<file path="config.mk">
export PLATFORM = sky130hd
export DESIGN_NAME = time_keeper
export DESIGN_NICKNAME = d
export VERILOG_FILES = /design/src/rtl/time_keeper_pkg.sv /design/src/rtl/bcd_mod_counter.sv /design/src/rtl/time_keeper.sv
export SDC_FILE = /design/constraint.sdc
export NUM_CORES = 1
export LEC_CHECK = 0
export ABC_AREA = 1
export CAP_MARGIN = 20
export CORE_UTILIZATION = 33
export CTS_CLUSTER_DIAMETER = 80
export DETAILED_ROUTE_END_ITERATION = 12
export PLACE_DENSITY_LB_ADDON = 0.12
export SLEW_MARGIN = 20
export SYNTH_ARGS = -nofsm -noshare
export SYNTH_HDL_FRONTEND = slang
export SYNTH_HIERARCHICAL = 1
export SYNTH_SLANG_ARGS = --single-unit
</file>
<file path="constraint.sdc">
create_clock -name clk -period 2.6 [get_ports clk]
set_clock_uncertainty 0.15 [all_clocks]
set_input_delay 0.52 -clock clk [delete_from_list [all_inputs] [get_ports clk]]
set_output_delay 0.52 -clock clk [all_outputs]
set_load 0.02 [all_outputs]
</file>
<file path="src/rtl/time_keeper_pkg.sv">
// Shared definitions for the time-of-day keeper: mode encoding, BCD limits and tap index width.
package time_keeper_pkg;

  typedef enum logic [1:0] {
    ModeRun    = 2'b00,
    ModeSetHr  = 2'b01,
    ModeSetMin = 2'b10
  } mode_e;

  localparam logic [7:0] BcdMaxSec = 8'h59;
  localparam logic [7:0] BcdMaxMin = 8'h59;
  localparam logic [7:0] BcdMaxHr  = 8'h23;

  localparam int unsigned TapW = 4;

endpackage

</file>
<file path="src/rtl/bcd_mod_counter.sv">
// Two-digit BCD counter that wraps from MAX_BCD to 00, flagging a carry on the wrapping increment.
module bcd_mod_counter
  import time_keeper_pkg::*;
#(
  parameter logic [7:0] MAX_BCD = BcdMaxSec
) (
  input  logic       i_clk,
  input  logic       i_rst_n,
  input  logic       i_inc,
  input  logic       i_clear,
  output logic [7:0] o_value,
  output logic       o_carry
);

  logic [7:0] r_value;
  logic [7:0] w_value_next;

  assign o_carry = i_inc & ~i_clear & (r_value == MAX_BCD);
  assign o_value = r_value;

  always_comb begin
    w_value_next = r_value;
    if (i_clear) begin
      w_value_next = 8'h00;
    end else if (i_inc) begin
      if (r_value == MAX_BCD) begin
        w_value_next = 8'h00;
      end else if (r_value[3:0] == 4'd9) begin
        w_value_next = {r_value[7:4] + 4'd1, 4'd0};
      end else begin
        w_value_next = {r_value[7:4], r_value[3:0] + 4'd1};
      end
    end
  end

  always_ff @(posedge i_clk or negedge i_rst_n) begin
    if (!i_rst_n) begin
      r_value <= 8'h00;
    end else begin
      r_value <= w_value_next;
    end
  end

endmodule

</file>
<file path="src/rtl/time_keeper.sv">
// Turns a selected divider tap into a seconds tick and keeps a settable 24-hour BCD time of day.
module time_keeper
  import time_keeper_pkg::*;
#(
  parameter int unsigned TICKS_PER_SEC = 381,
  parameter int unsigned DEFAULT_TAP   = 0
) (
  input  logic            clk,
  input  logic            RESETn,
  input  logic [15:0]     clk_div_in,
  input  logic [TapW-1:0] tap_sel,
  input  logic            mode_pulse,
  input  logic            inc_pulse,
  output logic [7:0]      hr_bcd,
  output logic [7:0]      min_bcd,
  output logic [7:0]      sec_bcd,
  output logic [1:0]      mode,
  output logic            sec_tick
);

  localparam int unsigned PreW = (TICKS_PER_SEC > 1) ? $clog2(TICKS_PER_SEC) : 1;
  localparam logic [PreW-1:0] PreMax = PreW'(TICKS_PER_SEC - 1);

  mode_e           r_mode, w_mode_next;
  logic [TapW-1:0] r_tap_sel;
  logic            r_tap_q;
  logic [PreW-1:0] r_pre, w_pre_next;
  logic            r_sec_tick, w_tick_next;

  logic w_tap_now, w_edge, w_run_tick, w_enter_set;
  logic w_sec_carry, w_min_carry, w_hr_carry;
  logic w_sec_inc, w_min_inc, w_hr_inc;

  // A tap switch masks the edge so the mux change itself never counts as a rising edge.
  assign w_tap_now = clk_div_in[tap_sel];
  assign w_edge    = w_tap_now & ~r_tap_q & (tap_sel == r_tap_sel);

  assign w_enter_set = (r_mode == ModeRun) & mode_pulse;
  // A tick landing on the RUN -> SET_HR transition is dropped entirely, carries included.
  assign w_run_tick  = r_sec_tick & (r_mode == ModeRun) & ~mode_pulse;

  always_comb begin
    w_mode_next = r_mode;
    case (r_mode)
      ModeRun:    if (mode_pulse) w_mode_next = ModeSetHr;
      ModeSetHr:  if (mode_pulse) w_mode_next = ModeSetMin;
      ModeSetMin: if (mode_pulse) w_mode_next = ModeRun;
      default:    w_mode_next = ModeRun;
    endcase
  end

  always_comb begin
    w_pre_next  = r_pre;
    w_tick_next = 1'b0;
    if ((r_mode != ModeRun) || mode_pulse) begin
      w_pre_next = '0;
    end else if (w_edge) begin
      if (r_pre == PreMax) begin
        w_pre_next  = '0;
        w_tick_next = 1'b1;
      end else begin
        w_pre_next = r_pre + PreW'(1);
      end
    end
  end

  always_ff @(posedge clk or negedge RESETn) begin
    if (!RESETn) begin
      r_mode     <= ModeRun;
      r_tap_sel  <= TapW'(DEFAULT_TAP);
      r_tap_q    <= 1'b0;
      r_pre      <= '0;
      r_sec_tick <= 1'b0;
    end else begin
      r_mode     <= w_mode_next;
      r_tap_sel  <= tap_sel;
      r_tap_q    <= w_tap_now;
      r_pre      <= w_pre_next;
      r_sec_tick <= w_tick_next;
    end
  end

  assign w_sec_inc = w_run_tick;
  assign w_min_inc = (w_run_tick & w_sec_carry) |
                     ((r_mode == ModeSetMin) & inc_pulse & ~mode_pulse);
  assign w_hr_inc  = (w_run_tick & w_sec_carry & w_min_carry) |
                     ((r_mode == ModeSetHr) & inc_pulse & ~mode_pulse);

  bcd_mod_counter #(.MAX_BCD(BcdMaxSec)) u_sec (
    .i_clk   (clk),
    .i_rst_n (RESETn),
    .i_inc   (w_sec_inc),
    .i_clear (w_enter_set),
    .o_value (sec_bcd),
    .o_carry (w_sec_carry)
  );

  bcd_mod_counter #(.MAX_BCD(BcdMaxMin)) u_min (
    .i_clk   (clk),
    .i_rst_n (RESETn),
    .i_inc   (w_min_inc),
    .i_clear (1'b0),
    .o_value (min_bcd),
    .o_carry (w_min_carry)
  );

  // Hour carry has no consumer; the day simply wraps.
  bcd_mod_counter #(.MAX_BCD(BcdMaxHr)) u_hr (
    .i_clk   (clk),
    .i_rst_n (RESETn),
    .i_inc   (w_hr_inc),
    .i_clear (1'b0),
    .o_value (hr_bcd),
    .o_carry (w_hr_carry)
  );

  assign mode     = r_mode;
  assign sec_tick = r_sec_tick;

endmodule

</file>
==> impl_metrics.ini, run 1 <==
[timing]
max_freq_mhz = 429
final.min_clock_period_ns = 2.33
rsz0062_at_grt = no
hold_viol = 0
period_share_pct = 89.7
holdWs_ns = 0.0406
worst_slew_pin_slew_ns = 0.508
slew_violations = 0
setup_viol = 0
max-slew-margin-rel_pct = 66.2

[power_and_ir_drop]
ir_drop_mv = 0.203
p_per_area_nw_per_um2 = 465
power.leakage_nw = 1.91

[die]
fp.dieArea_sq_um = 8500
io_pins = 51
num_rows = 32
initial_core_util_pct = 34.4
die_x_um = 92.2
die_height_um = 92.2
fp.coreArea_sq_um = 7810

[global_routing]
grt_use_met3_pct = 3.40
busiest_layer = met2
track_usage_pct = 14.9
grt_pass1_vias = 2273
grt_pass1_wl_mm = 10.2
antenna_found_initial = 0
met2_usage_pct = 22.6
grt_max_degree = 22
grt-ovfl-total = 0
use_met1_pct = 21.5

[clock_network]
clkLatencyLatePin_ns = 0.29
cts_buffer_depth = 2
cts_sinks = 41
h-tree-depth = 2
tritoncts = yes
cts-root-buf = clkbuf_8
cts_buffers = 5
clk_pin_slew_ns = 0.07

[route]
dr.pass1.iters = 4
drt_iter0_drc = 80
drcViolationCount = 0
totalWireLength_mm = 5.80
postRouteAntennaNets = 0
avgRoutedWirePerCell_um = 10.6
via_per_inst = 4.51
routed-via-count = 2459

[worst_setup_path]
cp-end-kind = register
reg2reg_to = u_hr/o_value[2]$_DFFE_PN0P_
path_class = reg2reg
ff2ff_setup_slack_ns = 0.27
required_ns = 2.63
worstReg2RegStart = u_sec/o_value[0]$_DFFE_PN0P_
critPathMaxFanout = 5
ff2ff_path_depth = 16
worstPathArrival_ns = 2.36
crit_path_start_kind = register

[min_path]
hold_class = in2async

[layout]
stdcell_area_sq_um = 3560
n_antenna_cell = 0
final_net_count = 482
final_common_cell = nand2_1
final_util_pct = 45.7
mostFrequentLayoutCells = 109 x nand2_1, 63 x inv_1, 48 x clkdlybuf4s50_1, 46 x nand3_1, 41 x dfrtp_1
syn2layout_area_growth_pct = 32.8
drive_gt1_share_pct = 13.1

[placement]
place_area_sq_um = 3440
hpwl_mm = 4.46
io_buffers = 50
gp_congestion = 0.771

[yosys]
syn_area_sq_um = 2680
postSynthCellCount = 368
yosys_warnings = 6
syn_area_per_cell_sq_um = 7.29

[flow_run]
drv_cap = 0

[status]
run_status = finished, final reports clean
==> worst max-delay path, stage by stage, from the launching register on <==
cell     delay, ns
dfrtp_1       0.41
ha_2          0.21
nand2_1       0.06
nor2_2        0.13
nand2_2       0.09
nor3_4        0.20
nand2_1       0.09
o21ai_2       0.07
inv_1         0.06
nor3_2        0.10
nand3_1       0.11
o21ai_2       0.10
nor2_4        0.06
inv_2         0.09
nand2_1       0.07
xor2_1        0.16
nor2_2        0.05
==> through the flow <==
stage	total power (W)	setup WS [ns]	cells	setup TNS, ns
global placement	0.00128	-0.271	538	-1.98
floorplan	0.00103	0.0116	371	0
CTS	0.00167	0.0287	544	0
detailed placement	0.00128	-0.394	538	-2.95
finish	0.00166	0.267	545	0
global route	0.00177	0.0179	545	0
==> final cells by class <==
| type | count | area, sq um |
|---|---|---|
| fill | 796 | 4240 |
| clock inverter | 1 | 5.00 |
| clock buffer | 5 | 68.8 |
| inverter | 68 | 263 |
| multi-input combinational | 258 | 1410 |
| tap | 102 | 128 |
| timing repair buffer | 70 | 661 |
| sequential | 41 | 1030 |
==> state kept, by name (all words and copies together), names as in the netlist <==
name	flops
u_min/o_value	8
r_tap_sel	4
mode	2
r_tap_q	1
sec_tick	1
r_pre	9
u_hr/o_value	8
u_sec/o_value	8
==> repair_timing <==
action / 4_1_cts / 5_1_grt
setup endpoints to repair: 8 / 8
pin swaps: 0 / 7
buffers inserted: 0 / 1
hold buffers: 0 / 0
gates resized for setup: 3 / 10
==> report_power, final <==
part           internal, W  leakage, nW  switching (W)
registers         0.000685        0.555      0.0000508
logic             0.000232         1.31       0.000306
clock network     0.000177       0.0399       0.000207
total              0.00109         1.91       0.000563
==> how the worst max path moves through the flow <==
stage                                      start                     endpoint
floorplan                    mode[0]$_DFFE_PN0P_  u_hr/o_value[2]$_DFFE_PN0P_
global placement                      mode_pulse  u_hr/o_value[4]$_DFFE_PN0P_
detailed placement                    mode_pulse  u_hr/o_value[2]$_DFFE_PN0P_
finish              u_sec/o_value[0]$_DFFE_PN0P_  u_hr/o_value[2]$_DFFE_PN0P_
CTS                                   mode_pulse  u_hr/o_value[2]$_DFFE_PN0P_
global route        u_sec/o_value[0]$_DFFE_PN0P_  u_hr/o_value[2]$_DFFE_PN0P_
==> per-layer routing <==
layer	vias up	share of wire (%)
met5	-	0
met4	0	1.0
met3	5	5.1
met2	46	42
met1	1101	52
li1	1307	-
Note: power is estimated with default switching activity, not from simulation.
==> run 2: changes to the inputs <==
Settings changed: CTS_BUF_LIST set to sky130_fd_sc_hd__clkbuf_16.
Clock period 2.6 ns to 2.8 ns, I/O delays scaled along.
==> run 2 against run 1 <==
Effect of this change:
- clock power rose by 41%
- global-route usage fell by 0.47 points
- final area fell by 0.11%
- utilization barely moved
- sequential share of layout area barely moved
- critical path depth rose by 2
- sequential power fell by 6.5%
- final cell count fell by 0.73%
- flip-flop and latch count did not move
- die area did not move
- hold slack got worse by 0.0073 ns
- highest routed layer unchanged
==> impl_metrics.ini, run 2 (synthesis gave the netlist of run 1 again) <==
[status]
run_status = finished, final reports clean

[clock_network]
cts_buffer_depth = 2
cts-root-buf = clkbuf_16
cts_buffers = 5
cts_sinks = 41
postCtsHoldBufs = 0
clkLatencyLatePin_ns = 0.28
tritoncts = yes
clk_pin_slew_ns = 0.06
h-tree-depth = 2

[placement]
place_ws_ns = -0.258
io_buffers = 50
gp_congestion = 0.781
hpwl_mm = 4.31

[worst_setup_path]
crit_top_cell = nand2_1
critPathMaxFanout = 5
path_buf_inv = 6
reg2reg_to = u_hr/o_value[2]$_DFFE_PN0P_
ff2ff_setup_slack_ns = 0.37
worstReg2RegStart = u_sec/o_value[1]$_DFFE_PN0P_
slowest_stage = clkdlybuf4s50_1
required_ns = 2.82
worstPathArrival_ns = 2.68
cp.depth = 18
cp_cell_sequence = clkdlybuf4s50_1 -> inv_2 -> buf_4 -> nor2_1 -> inv_1 -> nand2_1 -> nor3_2 -> nand2_1 -> o21ai_2 -> inv_1 -> nor3_2 -> nand3_1 -> o21ai_2 -> nor2_4 -> inv_2 -> nand2_1 -> xor2_1 -> nor2_2
cp_slowest_stage_delay_ns = 0.45
crit_path_end = u_hr/o_value[2]$_DFFE_PN0P_
critical-path-top-delay-family = simple AND/OR/NAND/NOR gates
crit_path_start_kind = input pin
cp-end-kind = register
crit_start = mode_pulse
ff2ff_path_depth = 17
path_class = in2reg

[die]
num_rows = 32
die_x_um = 92.2
io_pins = 51
die_height_um = 92.2
initial_core_util_pct = 34.4
fp.coreArea_sq_um = 7810
fp.dieArea_sq_um = 8500

[route]
avgRoutedWirePerCell_um = 10.7
totalWireLength_mm = 5.79
wl_met1_mm = 2.90
drt_iter0_drc = 102
top_layer = met4
postRouteAntennaNets = 0
dr.pass1.iters = 4
via_per_inst = 4.48
dr_wl_met3_um = 271
routed-via-count = 2423
drcViolationCount = 0
wl_met2_mm = 2.61

[layout]
drive_gt1_share_pct = 11.4
regMostFlops = r_pre
final_net_count = 477
seq_area_sq_um = 1030
n_antenna_cell = 0
largest_reg_flops = 9
mostFrequentLayoutCells = 110 x nand2_1, 63 x inv_1, 49 x clkdlybuf4s50_1, 46 x nand3_1, 41 x dfrtp_1
syn2layout_area_growth_pct = 32.7
final_common_cell = nand2_1
multi_input_area_sq_um = 1400
n_fill_cell = 810

[timing]
holdWs_ns = 0.0333
setup_viol = 0
hold_viol = 0
final.min_clock_period_ns = 2.66
slew_violations = 0
final.setup.worst_slack_ns = 0.140
max-slew-margin-rel_pct = 64.1
max_freq_mhz = 376
period_share_pct = 95.0
worst_slew_pin_slew_ns = 0.538

[flow_run]
drv_cap = 0

[min_path]
hold_class = in2async

[power_and_ir_drop]
power.leakage_nw = 1.88
power.share.switching_pct = 31.7
p_int_w = 0.00116
p_per_area_nw_per_um2 = 477
seqPwrFrac_pct = 40.5
ir_drop_mv = 0.283
clkPwrFrac_pct = 31.8
comb_power_share_pct = 27.8
p_sw_w = 0.000538

[global_routing]
grt_max_degree = 27
antenna_found_initial = 0
grt_pass1_wl_mm = 9.99
track_usage_pct = 14.5
grt_pass1_vias = 2171
grt-ovfl-total = 0
-- run 2: cell type report --
type / count / area share (%)
clock buffers: 5 / 3.51
clock inverters: 2 / 0.316
inverters: 68 / 7.38
multi-input cells: 258 / 39.3
flip-flops and latches: 41 / 28.8
well taps: 102 / 3.58
repair buffers: 65 / 17.1
-- run 2: power groups by stage --
stage	combinational, W	sequential, W	clock, W
global placement	0.000466	0.000699	0
CTS	0.000469	0.000688	0.000567
global route	0.000529	0.000696	0.000589
finish	0.000471	0.000687	0.000539
floorplan	0.000219	0.000738	0
detailed placement	0.000465	0.000700	0
-- run 2: routing by layer --
metal,track usage [%],vias up
li1,-,1290
met5,0,-
met1,20.3,1073
met2,22.9,58
met4,3.13,0
met3,2.99,2
-- run 2: through the flow --
stage | setup TNS, ns | instances | area, sq um | utilization [%] | total power, W
4_1_cts | 0 | 540 | 3530 | 45.2 | 0.00172
3_3_place_gp | -0.514 | 533 | 3390 | 43.4 | 0.00116
6_report | 0 | 541 | 3560 | 45.6 | 0.00170
3_5_place_dp | -1.47 | 533 | 3390 | 43.4 | 0.00116
2_1_floorplan | 0 | 371 | 2700 | - | 0.000957
5_1_grt | -0.0517 | 541 | 3560 | 45.6 | 0.00181
-- run 2: worst min-delay path by stage --
stage / from / endpoint / slack [ns] / cells past startpoint
after detailed placement: RESETn / u_min/o_value[1]$_DFFE_PN0P_ / 0.35 / 1
final: RESETn / u_min/o_value[1]$_DFFE_PN0P_ / 0.03 / 1
after global routing: RESETn / u_min/o_value[1]$_DFFE_PN0P_ / 0.06 / 1
after CTS: RESETn / u_min/o_value[1]$_DFFE_PN0P_ / 0.05 / 1
after floorplan: RESETn / mode[0]$_DFFE_PN0P_ / 0.11 / 0
after global placement: RESETn / u_min/o_value[0]$_DFFE_PN0P_ / 0.35 / 1
-- run 2: repair_timing --
| action | CTS | global route |
|---|---|---|
| resized for setup | 0 | 9 |
| endpoints found under the setup margin | 0 | 8 |
| setup buffers | 0 | 1 |
==> run 3: changes to the inputs <==
Settings changed: SETUP_SLACK_MARGIN set to 0.2.
==> run 3 against run 2 <==
Effect of this change:
- routed wire length grew 3.8%
- hold slack gained 0.022 ns
- largest cell class unchanged
- die area is the same
==> impl_metrics.ini, run 3 (synthesis gave the netlist of run 1 again) <==
[status]
run_status = finished, final reports clean

[route]
top_layer = met4
drt_iter0_drc = 107
drcViolationCount = 0
totalWireLength_mm = 6.01
postRouteAntennaNets = 0
wl_met1_mm = 3.01
dr_wl_met3_um = 240
avgRoutedWirePerCell_um = 11.1
wl_met2_mm = 2.73
dr.pass1.iters = 4
via_per_inst = 4.46
routed-via-count = 2411

[die]
die_height_um = 92.2
num_rows = 32
initial_core_util_pct = 34.4
die_x_um = 92.2
io_pins = 51
fp.dieArea_sq_um = 8500
fp.coreArea_sq_um = 7810

[min_path]
hold_class = in2async

[power_and_ir_drop]
power.leakage_nw = 1.89
p_total_w = 0.00172
ir_drop_mv = 0.308
p_per_area_nw_per_um2 = 481

[timing]
max-slew-margin-rel_pct = 64.6
setup_viol = 0
max_freq_mhz = 423
slew_violations = 0
hold_viol = 0
rsz0062_at_grt = no
final.min_clock_period_ns = 2.36
worst_slew_pin_slew_ns = 0.532
period_share_pct = 84.3
holdWs_ns = 0.0548

[clock_network]
clk_pin_slew_ns = 0.07
postCtsHoldBufs = 0
cts_buffers = 5
clkLatencyLatePin_ns = 0.28
tritoncts = yes
cts_sinks = 41
cts_buffer_depth = 2
cts-root-buf = clkbuf_16
post_cts_buffers = 0
h-tree-depth = 2

[global_routing]
track_usage_pct = 15.1
grt-ovfl-total = 0
grt_max_degree = 25
grt_pass1_wl_mm = 10.4
antenna_found_initial = 0
grt_pass1_vias = 2270

[worst_setup_path]
cp-end-kind = register
crit_path_start_kind = register
required_ns = 2.81
critPathMaxFanout = 5
path_class = reg2reg
worstPathArrival_ns = 2.37

[placement]
dp.cells = 533
gp_congestion = 0.797
hpwl_mm = 4.40
place_area_sq_um = 3400
io_buffers = 50

[layout]
syn2layout_area_growth_pct = 32.9
final_net_count = 476
final_util_pct = 45.7
multi_input_area_sq_um = 1410
seq_area_sq_um = 1030
regMostFlops = r_pre
finalNonFillerCells = 541
n_antenna_cell = 0
n_fill_cell = 818
stdcell_area_sq_um = 3570
final_common_cell = nand2_1
drive_gt1_share_pct = 11.6
largest_reg_flops = 9
mostFrequentLayoutCells = 109 x nand2_1, 64 x inv_1, 48 x clkdlybuf4s50_1, 46 x nand3_1, 41 x dfrtp_1

[flow_run]
drv_cap = 0
[run 3: critical path, cell delays in order (launching register included)]
cell	delay (ns)
dfrtp_1	0.43
inv_1	0.08
ha_1	0.16
nand2_1	0.06
nor2_1	0.11
nand2_1	0.11
nor3_2	0.15
nand2_1	0.09
o21ai_2	0.07
inv_1	0.06
nor3_2	0.11
nand3_1	0.11
o21ai_2	0.10
nor2_4	0.06
inv_2	0.10
nand2_1	0.07
xor2_1	0.16
nor2_2	0.06
[run 3: cell type report]
type,count,share of cell area (%)
tap,102,3.58
clock buffer,5,3.51
inverter,68,7.37
clock inverter,3,0.386
multi-input combinational,258,39.5
timing repair buffer,64,16.9
sequential,41,28.8
[run 3: power breakdown]
part	switching (W)	internal, W	total, W
logic	0.000274	0.000196	0.000470
registers	0.0000537	0.000637	0.000690
clock network	0.000232	0.000324	0.000556
[run 3: worst paths after layout]
path	endpoint	slack (ns)	depth (start not counted)	from
setup / recovery	u_hr/o_value[2]$_DFFE_PN0P_	0.44	17	u_sec/o_value[1]$_DFFE_PN0P_
setup reg to reg	u_hr/o_value[2]$_DFFE_PN0P_	0.44	17	u_sec/o_value[1]$_DFFE_PN0P_
hold / removal	r_pre[5]$_DFFE_PN0P_	0.05	1	RESETn
hold reg to reg	r_pre[3]$_DFFE_PN0P_	0.38	2	r_pre[3]$_DFFE_PN0P_
min in group clk	r_pre[3]$_DFFE_PN0P_	0.38	2	r_pre[3]$_DFFE_PN0P_
max in group asynchronous	u_hr/o_value[6]$_DFFE_PN0P_	1.76	2	RESETn
[run 3: routing by layer]
layer | up-vias | global-route usage, %
li1 | 1288 | -
met5 | - | 0
met3 | 2 | 2.82
met1 | 1076 | 20.0
met2 | 45 | 25.1
met4 | 0 | 3.91
[run 3: metrics by stage]
step | setup TNS [ns] | setup WS, ns
finish | 0 | 0.439
global route | 0 | 0.235
CTS | 0 | 0.218
detailed placement | -1.37 | -0.247
global placement | -0.285 | -0.112
floorplan | 0 | 0.218
[run 3: repair_timing]
| action | 4_1_cts | 5_1_grt |
|---|---|---|
| pin swaps | 1 | 4 |
| setup endpoints to repair | 8 | 8 |
| gates resized for setup | 4 | 5 |
